## src/rtl/acc_port_sequencer_pkg.sv

```systemverilog
// Shared definitions for the accumulator bulk-access sequencer:
// FSM state encoding and command mode constants.
package acc_port_sequencer_pkg;

    typedef enum logic [2:0] {
        IDLE,
        RD,
        TX,
        LD,
        FIN
    } seqState_t;

    localparam logic MODE_DUMP = 1'b0;
    localparam logic MODE_LOAD = 1'b1;

endpackage

```

## src/rtl/acc_port_sequencer.sv

```systemverilog
// Bulk dump/load engine for the accumulator register file: streams every entry
// out over tx (dump) or fills every entry from rx (load), lowest address first.
module acc_port_sequencer
    import acc_port_sequencer_pkg::*;
#(
    parameter int DATA_W = 8,
    parameter int ADDR_W = 2,
    parameter int COUNT  = 4
) (
    input  logic              clk,
    input  logic              rst,
    input  logic              start,
    input  logic              mode,
    output logic              busy,
    output logic              done,
    output logic [ADDR_W-1:0] accAddress,
    output logic              accWriteEn,
    output logic [DATA_W-1:0] accInData,
    input  logic [DATA_W-1:0] accOutData,
    output logic [DATA_W-1:0] txData,
    output logic              txValid,
    input  logic              txReady,
    input  logic [DATA_W-1:0] rxData,
    input  logic              rxValid,
    output logic              rxReady
);

    localparam logic [ADDR_W-1:0] LAST_IDX = ADDR_W'(COUNT - 1);

    seqState_t         stateReg, stateNext;
    logic [ADDR_W-1:0] idxReg, idxNext;
    logic              modeReg, modeNext;
    logic [DATA_W-1:0] txDataReg, txDataNext;

    always_ff @(posedge clk or negedge rst) begin
        if (!rst) begin
            stateReg  <= IDLE;
            idxReg    <= '0;
            modeReg   <= MODE_DUMP;
            txDataReg <= '0;
        end else begin
            stateReg  <= stateNext;
            idxReg    <= idxNext;
            modeReg   <= modeNext;
            txDataReg <= txDataNext;
        end
    end

    assign txData = txDataReg;

    always_comb begin
        stateNext  = stateReg;
        idxNext    = idxReg;
        modeNext   = modeReg;
        txDataNext = txDataReg;
        busy       = 1'b1;
        done       = 1'b0;
        accAddress = '0;
        accWriteEn = 1'b0;
        accInData  = '0;
        txValid    = 1'b0;
        rxReady    = 1'b0;

        case (stateReg)
            IDLE: begin
                busy = 1'b0;
                if (start) begin
                    idxNext   = '0;
                    modeNext  = mode;
                    stateNext = (mode == MODE_LOAD) ? LD : RD;
                end
            end
            RD: begin
                // Capture the entry so txData stays stable while tx is stalled
                accAddress = idxReg;
                txDataNext = accOutData;
                stateNext  = TX;
            end
            TX: begin
                txValid = 1'b1;
                if (txReady) begin
                    if (idxReg == LAST_IDX) begin
                        stateNext = FIN;
                    end else begin
                        idxNext   = idxReg + 1'b1;
                        stateNext = RD;
                    end
                end
            end
            LD: begin
                // Write lands on the same edge as the rx handshake
                rxReady    = 1'b1;
                accAddress = idxReg;
                accInData  = rxData;
                accWriteEn = rxValid;
                if (rxValid) begin
                    if (idxReg == LAST_IDX) begin
                        stateNext = FIN;
                    end else begin
                        idxNext = idxReg + 1'b1;
                    end
                end
            end
            FIN: begin
                done      = 1'b1;
                stateNext = IDLE;
            end
            default: begin
                stateNext = IDLE;
            end
        endcase
    end

endmodule

```

## config.mk

```make
export PLATFORM = sky130hd
export DESIGN_NAME = acc_port_sequencer
export DESIGN_NICKNAME = d
export VERILOG_FILES = /design/src/rtl/acc_port_sequencer_pkg.sv /design/src/rtl/acc_port_sequencer.sv
export SDC_FILE = /design/constraint.sdc
export NUM_CORES = 1
export LEC_CHECK = 0
export ABC_AREA = 1
export CAP_MARGIN = 20
export CORE_ASPECT_RATIO = 0.9
export CORE_MARGIN = 2
export CORE_UTILIZATION = 40
export CTS_CLUSTER_DIAMETER = 60
export DETAILED_ROUTE_END_ITERATION = 8
export GPL_ROUTABILITY_DRIVEN = 0
export PLACE_DENSITY = 0.93
export SLEW_MARGIN = 20
export SYNTH_ARGS = -nofsm -noshare
export SYNTH_HDL_FRONTEND = slang
export SYNTH_SLANG_ARGS = --single-unit
```

## constraint.sdc

```tcl
create_clock -name clk -period 2.1 [get_ports clk]
set_clock_uncertainty 0.1 [all_clocks]
set_input_delay 0.42 -clock clk [delete_from_list [all_inputs] [get_ports clk]]
set_output_delay 0.42 -clock clk [all_outputs]
set_load 0.1 [all_outputs]
```

# Word-level counts from Yosys, hierarchy flattened
# Index checks and enable logic that the tools add are counted.
# word_totals
regBits	13
# op_classes
n_addsub	1
n_reduce_logical	5
mux	19
n_eq_ne	9
# ops
op	n
two-way mux 3 bit	5
two-way mux 2 bit	6
case mux 3 bit (4 select lines)	1
two-way mux 8 bit	1
inequality test 2 bit (second input constant)	4
AND reduction 4 bit	2
equality test 3 x 2 -> 1 bit (second input constant)	2
case mux 2 bit (3 select lines)	1
two-way mux 1 bit	5
equality test 3 x 1 -> 1 bit (second input constant)	1
equality test 3 bit (second input constant)	1
zero test 3 bit	1
nonzero test 3 bit	1
adder 2 x 1 -> 2 bit (second input constant)	1
equality test 2 bit (second input constant)	1
OR reduction 2 bit	1

# Logic depth before layout (Yosys ltp)
# Gate-level depths: netlist of run 1.
# depth
depth_word	4
depth_mapped	8
depth_no_buf	7

# Worst setup path after synthesis of run 1
# Ideal clock, no wire load.
# synth_path
path_type	register to output
from	register stateReg[0]
to	output port done
path_buffers	1
slack_ns	-0.983
required_time_ns	1.580
t_arrival_ns	2.563
path_stages_with_launch	3
path_cell_list	dfrtp_1 buf_6 nor3_1
# synth_between
elab_chain_cells	2
# synth_rtl
element	line	source
start: declaration	acc_port_sequencer.sv:30	seqState_t stateReg, stateNext;
start signal: assignment	acc_port_sequencer.sv:42	stateReg <= stateNext;
equality test 3 bit	acc_port_sequencer.sv:64	case (stateReg)
two-way mux 1 bit	acc_port_sequencer.sv:64	
end: declaration	acc_port_sequencer.sv:15	output logic done,
# No other way between the ends.

# Worst setup path after layout of run 1
# layout_path
from	register stateReg[2]
to	output port done
# Same word-level chain as after synthesis.

==> results.tsv, run 1 <==
stage	metric	value	unit
status	outcome	complete, no violations	
finish	Synth-to-Final Area Change	87.00	%
synth	Synth area leader	dfrtp_1	
sta	relative slew slack	63.24	%
sta	fin crit period	1.956	ns
setup_path	CP required	1.58	ns
synth	Synth top area share	41.73	%
routing	Post-DRT Antenna Nets	0	
synth	Syn Nets	113	
finish	layout cell share with drive strength beyond 1	42.14	%
sta	Achievable Freq	0.5113	GHz
setup_path	FF-to-FF path depth	7	
run	Max-Cap Viols	0	
cts	Clock Path Buffers	2	
placed_design	IO Port Bufs	44	
setup_path	Worst Path Buf+Inv	4	
cts	Clock transition at path regs	0.08	ns
sta	Final Max Slew Viols	0	
grt	initial antenna violation count	0	
setup_path	crit-path leading delay family	buffers and inverters	
finish	fin area	1458	µm²
floorplan	Initial Utilization	41.53	%
routing	DR vias	758	
floorplan	I/O pin total	45	
setup_path	CP max-delay cell	dfrtp_1	
grt	global-route wire length before repair	3187	µm
sta	final hold vios	0	
synth	Post-synth top cells	inv_1 (16), nor2_1 (16), nand2_1 (14)	
routing	1st-pass router iterations	4	
setup_path	critical path type	flip-flop to output pin	
setup_path	FF-to-FF End	idxReg[1]$_DFFE_PN0P_	
finish	fin nets	164	
placed_design	Post-DP Area	1406	µm²
synth	Synth Flop Type	dfrtp_1	
cts	clock root buffer	clkbuf_4	
routing	drc violations	0	
floorplan	Die H	45.88	µm
sta	unrepaired setup endpoints after global routing	false	
setup_path	CP Capture Type	output pin	
grt	gr usage total	18.52	%
synth	Yosys reg bits	13	
setup_path	reg-to-reg setup timing slack	0.63	ns
routing	via-per-instance ratio	4.594	
setup_path	crit-path max cell delay	0.44	ns
floorplan	total core area	1877	µm²
finish	filler instances	128	
sta	Setup TNS	0	ns
routing	wire length per cell	12.39	µm
setup_path	CP Data Arrival Time	1.44	ns
routing	DRT iter0 DRCs	7	
finish	Ant. Diodes	0	
floorplan	DIE AREA	2318	µm²
setup_path	Most Frequent Cell on Critical Path	buf_4	
cts	CTS tree	done	
routing	Post-Route WL	2045	µm
sta	Worst Tran Pin Value	0.5496	ns
synth	Synth area leaders	dfrtp_1 (42%), mux2_4 (15%), inv_1 (7.7%), nor2_1 (7.7%), nand2_1 (6.7%)	
min_path	Hold Path Class	input pin to async pin	
floorplan	Die Span X	50.53	µm
setup_path	Worst R2R Start	idxReg[0]$_DFFE_PN0P_	
cts	clock sink total	13	
cts	total CTS buffers	3	
synth	cells after synthesis	90	
sta	period utilization	93.14	%
setup_path	Worst Setup SP	stateReg[2]$_DFFE_PN0P_	
cts	htree depth	1	
synth	EDFF count, synth	0	
synth	ys async rst share	100.0	%
setup_path	worst path cell trace	inv_2, buf_4, buf_4, nor3_2, buf_12	
grt	Congestion Overflow GR	0	
cts	CTS hold repair buffers	0	
synth	Cell Area, Synth	779.5	µm²
setup_path	Critical Path Fanout Max	4	
grt	vias in the first global route	766	
setup_path	Critical Path Source Type	flip-flop	
floorplan	row cnt	15	
synth	syn_area_per_cell	8.661	µm²
placed_design	DP Wirelength	1625	µm
synth	sequential fraction of the synthesis area	41.73	%
cts	worst-skew pair later-pin latency	0.27	ns
synth	Yosys cell types	19	
synth	Yosys warning count	0	
grt	largest net degree at the start of global routing	14	
sta	# setup viols final	0	
per-layer routing:
metal	track usage, %	up-vias	part of all wire (%)
met1	19.68	332	38
met3	5.921	2	11
li1	-	378	-
met5	0	-	0
met2	33.42	46	51
met4	9.730	0	0.49
registers in the layout, summed over array words and instances, names as in the netlist:
name,count
idxReg,2
stateReg,3
txData,8
cells in the final DEF, fill, tap and decap left out:
master / synthesis / final
nor3_2: 0 / 1
a21oi_1: 2 / 2
o211ai_1: 1 / 1
clkdlybuf4s50_1: 0 / 21
ha_1: 1 / 1
nand4_1: 1 / 1
nor2_4: 0 / 2
buf_4: 0 / 12
inv_2: 1 / 1
inv_1: 16 / 16
dfrtp_2: 0 / 2
nand2_1: 14 / 14
mux2_4: 8 / 8
nand3_4: 1 / 1
nand3_2: 1 / 1
inv_4: 1 / 1
clkbuf_1: 0 / 1
nand2_2: 1 / 1
nor2_1: 16 / 6
dfrtp_1: 13 / 11
clkbuf_4: 0 / 3
o21ai_1: 2 / 2
nor2_2: 3 / 11
nand3_1: 5 / 5
buf_12: 0 / 15
worst max path at each step:
stage	endpoint	slack [ns]	cells past startpoint
floorplan	accAddress[0]	-0.28	3
global placement	accWriteEn	0.31	4
detailed placement	accWriteEn	0.31	4
CTS	accWriteEn	0.03	4
global route	accInData[7]	0.06	4
finish	done	0.14	5
kinds of logic after synthesis:
logic type / synth area share, %
AND/OR/NAND/NOR: 25.84
buffers and inverters: 11.88
flip-flops: 41.73
multiplexers: 15.41
AO/OA/AOI/OAI: 3.532
adder cells (fa/ha/maj): 1.605
repair_timing:
action / 4_1_cts / 5_1_grt
buffers inserted: 0 / 3
gates resized for setup: 0 / 2
endpoints found under the setup margin: 0 / 9
area by class of cell:
class / instances / area (µm²) / area share, %
clock buffers: 4 / 26.28 / 1.803
inverters: 18 / 70.07 / 4.807
multi-input cells: 57 / 401.6 / 27.55
flip-flops and latches: 13 / 327.8 / 22.49
well taps: 25 / 31.28 / 2.146
repair buffers: 48 / 600.6 / 41.20
through the flow:
| stage | cells | util (%) | hold slack [ns] | setup WS, ns |
|---|---|---|---|---|
| finish | 165 | 77.67 | 0.4004 | 0.1441 |
| global route | 165 | 77.67 | 0.4371 | 0.05996 |
| CTS | 162 | 76.33 | 0.4143 | 0.02629 |
| detailed placement | 158 | 74.93 | 0.3932 | 0.3094 |
| global placement | 158 | 74.93 | 0.3910 | 0.3106 |
| floorplan | 90 | - | 0.02441 | -0.2801 |
Power of run 1 is left out: the tool's default activity adds up to more than one toggle a clock period on the data nets, which glitch-free logic cannot reach.
==> run 2: changes to the inputs <==
Settings changed: CORE_UTILIZATION 40 to 42, CTS_BUF_LIST set to sky130_fd_sc_hd__clkbuf_8, PLACE_DENSITY 0.93 to 0.95.
==> run 2 against run 1 <==
Against the previous run: die area fell by 4.4%; critical path depth did not move; first-iteration DRC count rose by 130%; maximum frequency fell by 1.1%; sequential share of layout area barely moved; via count rose by 1.7%; non-clock buffer count fell by 3; sequential cell count did not move; cell count fell by 2.4%; routed wire length rose by 1.1%; worst setup slack got worse by 0.021 ns; core utilization rose by 6.9 points; largest cell class unchanged.
==> results.tsv, run 2 (synthesis gave the netlist of run 1 again) <==
stage	metric	value	unit	change
cts	Post-CTS Resized	0		unchanged
cts	worst-skew pair later-pin latency	0.24	ns	-0.03 ns
setup_path	Critical Path Source Type	flip-flop		
cts	clock root buffer	clkbuf_8		
sta	unrepaired setup endpoints after global routing	false		
sta	Final Max Slew Viols	0		unchanged
routing	wire length per cell	12.84	µm	+3.6%
finish	Post-Route Utilization	84.55	%	+6.9 points
sta	final hold vios	0		unchanged
finish	max FFs per register	8		unchanged
setup_path	CP Capture Type	output pin		
sta	period utilization	94.14	%	+1.0 points
cts	total CTS buffers	3		unchanged
placed_design	Cells after DPL	157		-0.63%
routing	via-per-instance ratio	4.789		+4.2%
grt	gr usage total	20.95	%	+2.4 points
setup_path	CP endpoint	accWriteEn		
routing	DRT iter0 DRCs	16		+9
sta	Achievable Freq	0.5058	GHz	-1.1%
floorplan	DIE AREA	2217	µm²	-4.4%
floorplan	I/O pin total	45		unchanged
setup_path	critical path type	flip-flop to output pin		
setup_path	worst path cell trace	inv_2, nand3_1, buf_4, nor2_2, buf_12		
cts	htree depth	1		unchanged
run	Max-Cap Viols	0		unchanged
setup_path	reg-to-reg setup timing slack	0.62	ns	about the same
finish	Ant. Diodes	0		unchanged
setup_path	CP max-delay cell	dfrtp_1		
grt	Congestion Overflow GR	0		unchanged
routing	Post-DRT Antenna Nets	0		unchanged
floorplan	row cnt	14		-1
routing	DR vias	771		+1.7%
floorplan	Die H	44.87	µm	-2.2%
sta	fin crit period	1.977	ns	+0.02101 ns
routing	drc violations	0		unchanged
cts	Post-CTS Setup Repair Bufs	0		unchanged
floorplan	Initial Utilization	45.41	%	+3.9 points
routing	Post-Route WL	2068	µm	+1.1%
grt	largest net degree at the start of global routing	14		unchanged
cts	CTS hold repair buffers	0		unchanged
cts	clock sink total	13		unchanged
sta	Worst Tran Pin Value	0.5786	ns	+0.02898 ns
min_path	Hold Path Class	flip-flop to flip-flop		
setup_path	Critical Path Fanout Max	9		+5
finish	Layout Cells excl Fill	161		-2.4%
setup_path	Worst R2R Start	idxReg[0]$_DFFE_PN0P_		
placed_design	DP Wirelength	1708	µm	+5.1%
finish	commonest cells after routing, fill and taps aside	clkdlybuf4s50_1 (21), inv_1 (17), buf_12 (15), nand2_1 (14), dfrtp_1 (12)		
setup_path	crit-path max cell delay	0.43	ns	about the same
finish	leading cell type in the layout, fill and taps excluded	clkdlybuf4s50_1		
floorplan	total core area	1717	µm²	-8.5%
finish	layout cell share with drive strength beyond 1	40.15	%	-2.0 points
setup_path	CP required	1.58	ns	about the same
sta	# setup viols final	0		unchanged
status	outcome	complete, no violations		
setup_path	Worst Setup SP	stateReg[2]$_DFFE_PN0P_		
finish	Synth-to-Final Area Change	86.20	%	
setup_path	FF-to-FF End	idxReg[1]$_DFFE_PN0P_		
grt	initial antenna violation count	0		unchanged
cts	Clock Path Buffers	2		unchanged
cts	Clock transition at path regs	0.05	ns	-0.03 ns
cts	CTS tree	done		
setup_path	FF-to-FF path depth	7		unchanged
setup_path	CP Data Arrival Time	1.46	ns	+0.02 ns
floorplan	Die Span X	49.41	µm	-2.2%
finish	filler instances	104		-19%
routing	1st-pass router iterations	4		unchanged
finish	fin nets	161		-1.8%
placed_design	IO Port Bufs	44		unchanged
sta	relative slew slack	61.31	%	-1.9 points
grt	global-route wire length before repair	3477	µm	+9.1%
grt	vias in the first global route	813		+6.1%
## run 2: cell count changes in the layout (fill, tap and decap cells not counted)
cell | previous run | this run
dfrtp_1 | 11 | 12
clkbuf_4 | 3 | 0
clkbuf_8 | 0 | 3
dfrtp_2 | 2 | 1
buf_4 | 12 | 9
clkbuf_1 | 1 | 0
inv_1 | 16 | 17
## run 2: worst min path at each step
stage | start | cells after the start | end
after floorplan | rst | 0 | idxReg[0]$_DFFE_PN0P_
after global placement | idxReg[1]$_DFFE_PN0P_ | 2 | idxReg[1]$_DFFE_PN0P_
after detailed placement | txData[4]$_DFFE_PN0N_ | 1 | txData[4]$_DFFE_PN0N_
after CTS | txData[4]$_DFFE_PN0N_ | 1 | txData[4]$_DFFE_PN0N_
after global routing | txData[4]$_DFFE_PN0N_ | 1 | txData[4]$_DFFE_PN0N_
final | txData[4]$_DFFE_PN0N_ | 1 | txData[4]$_DFFE_PN0N_
## run 2: routing by layer
layer	global-route usage (%)	vias up	wire, µm
li1	-	368	-
met5	0	-	0
met1	20.59	352	763
met4	10.00	0	27
met2	38.65	47	1034
met3	9.272	4	242
## run 2: layout make-up
| type | instances | area [µm²] | area share, % |
|---|---|---|---|
| clock buffer | 3 | 41.29 | 2.845 |
| tap | 24 | 30.03 | 2.069 |
| multi-input combinational | 57 | 401.6 | 27.67 |
| timing repair buffer | 45 | 578.1 | 39.83 |
| inverter | 18 | 70.07 | 4.828 |
| clock inverter | 1 | 3.754 | 0.2586 |
| sequential | 13 | 326.6 | 22.50 |
## run 2: stage by stage
stage | setup WS (ns) | TNS [ns] | cell area, µm² | hold WS, ns
finish | 0.1231 | 0 | 1451 | 0.4128
global route | 0.04054 | 0 | 1451 | 0.4305
CTS | 0.07807 | 0 | 1450 | 0.4117
detailed placement | 0.2832 | 0 | 1405 | 0.3958
global placement | 0.3143 | 0 | 1405 | 0.3893
floorplan | -0.2801 | -2.549 | 819.5 | 0.02441
## run 2: critical path: cells and delay by family, from the launching register on
kind / cells / cell delay, ns
buf+inv: 3 / 0.54
flops: 1 / 0.43
simple gates: 2 / 0.24
Power of run 2 is left out for the same reason.
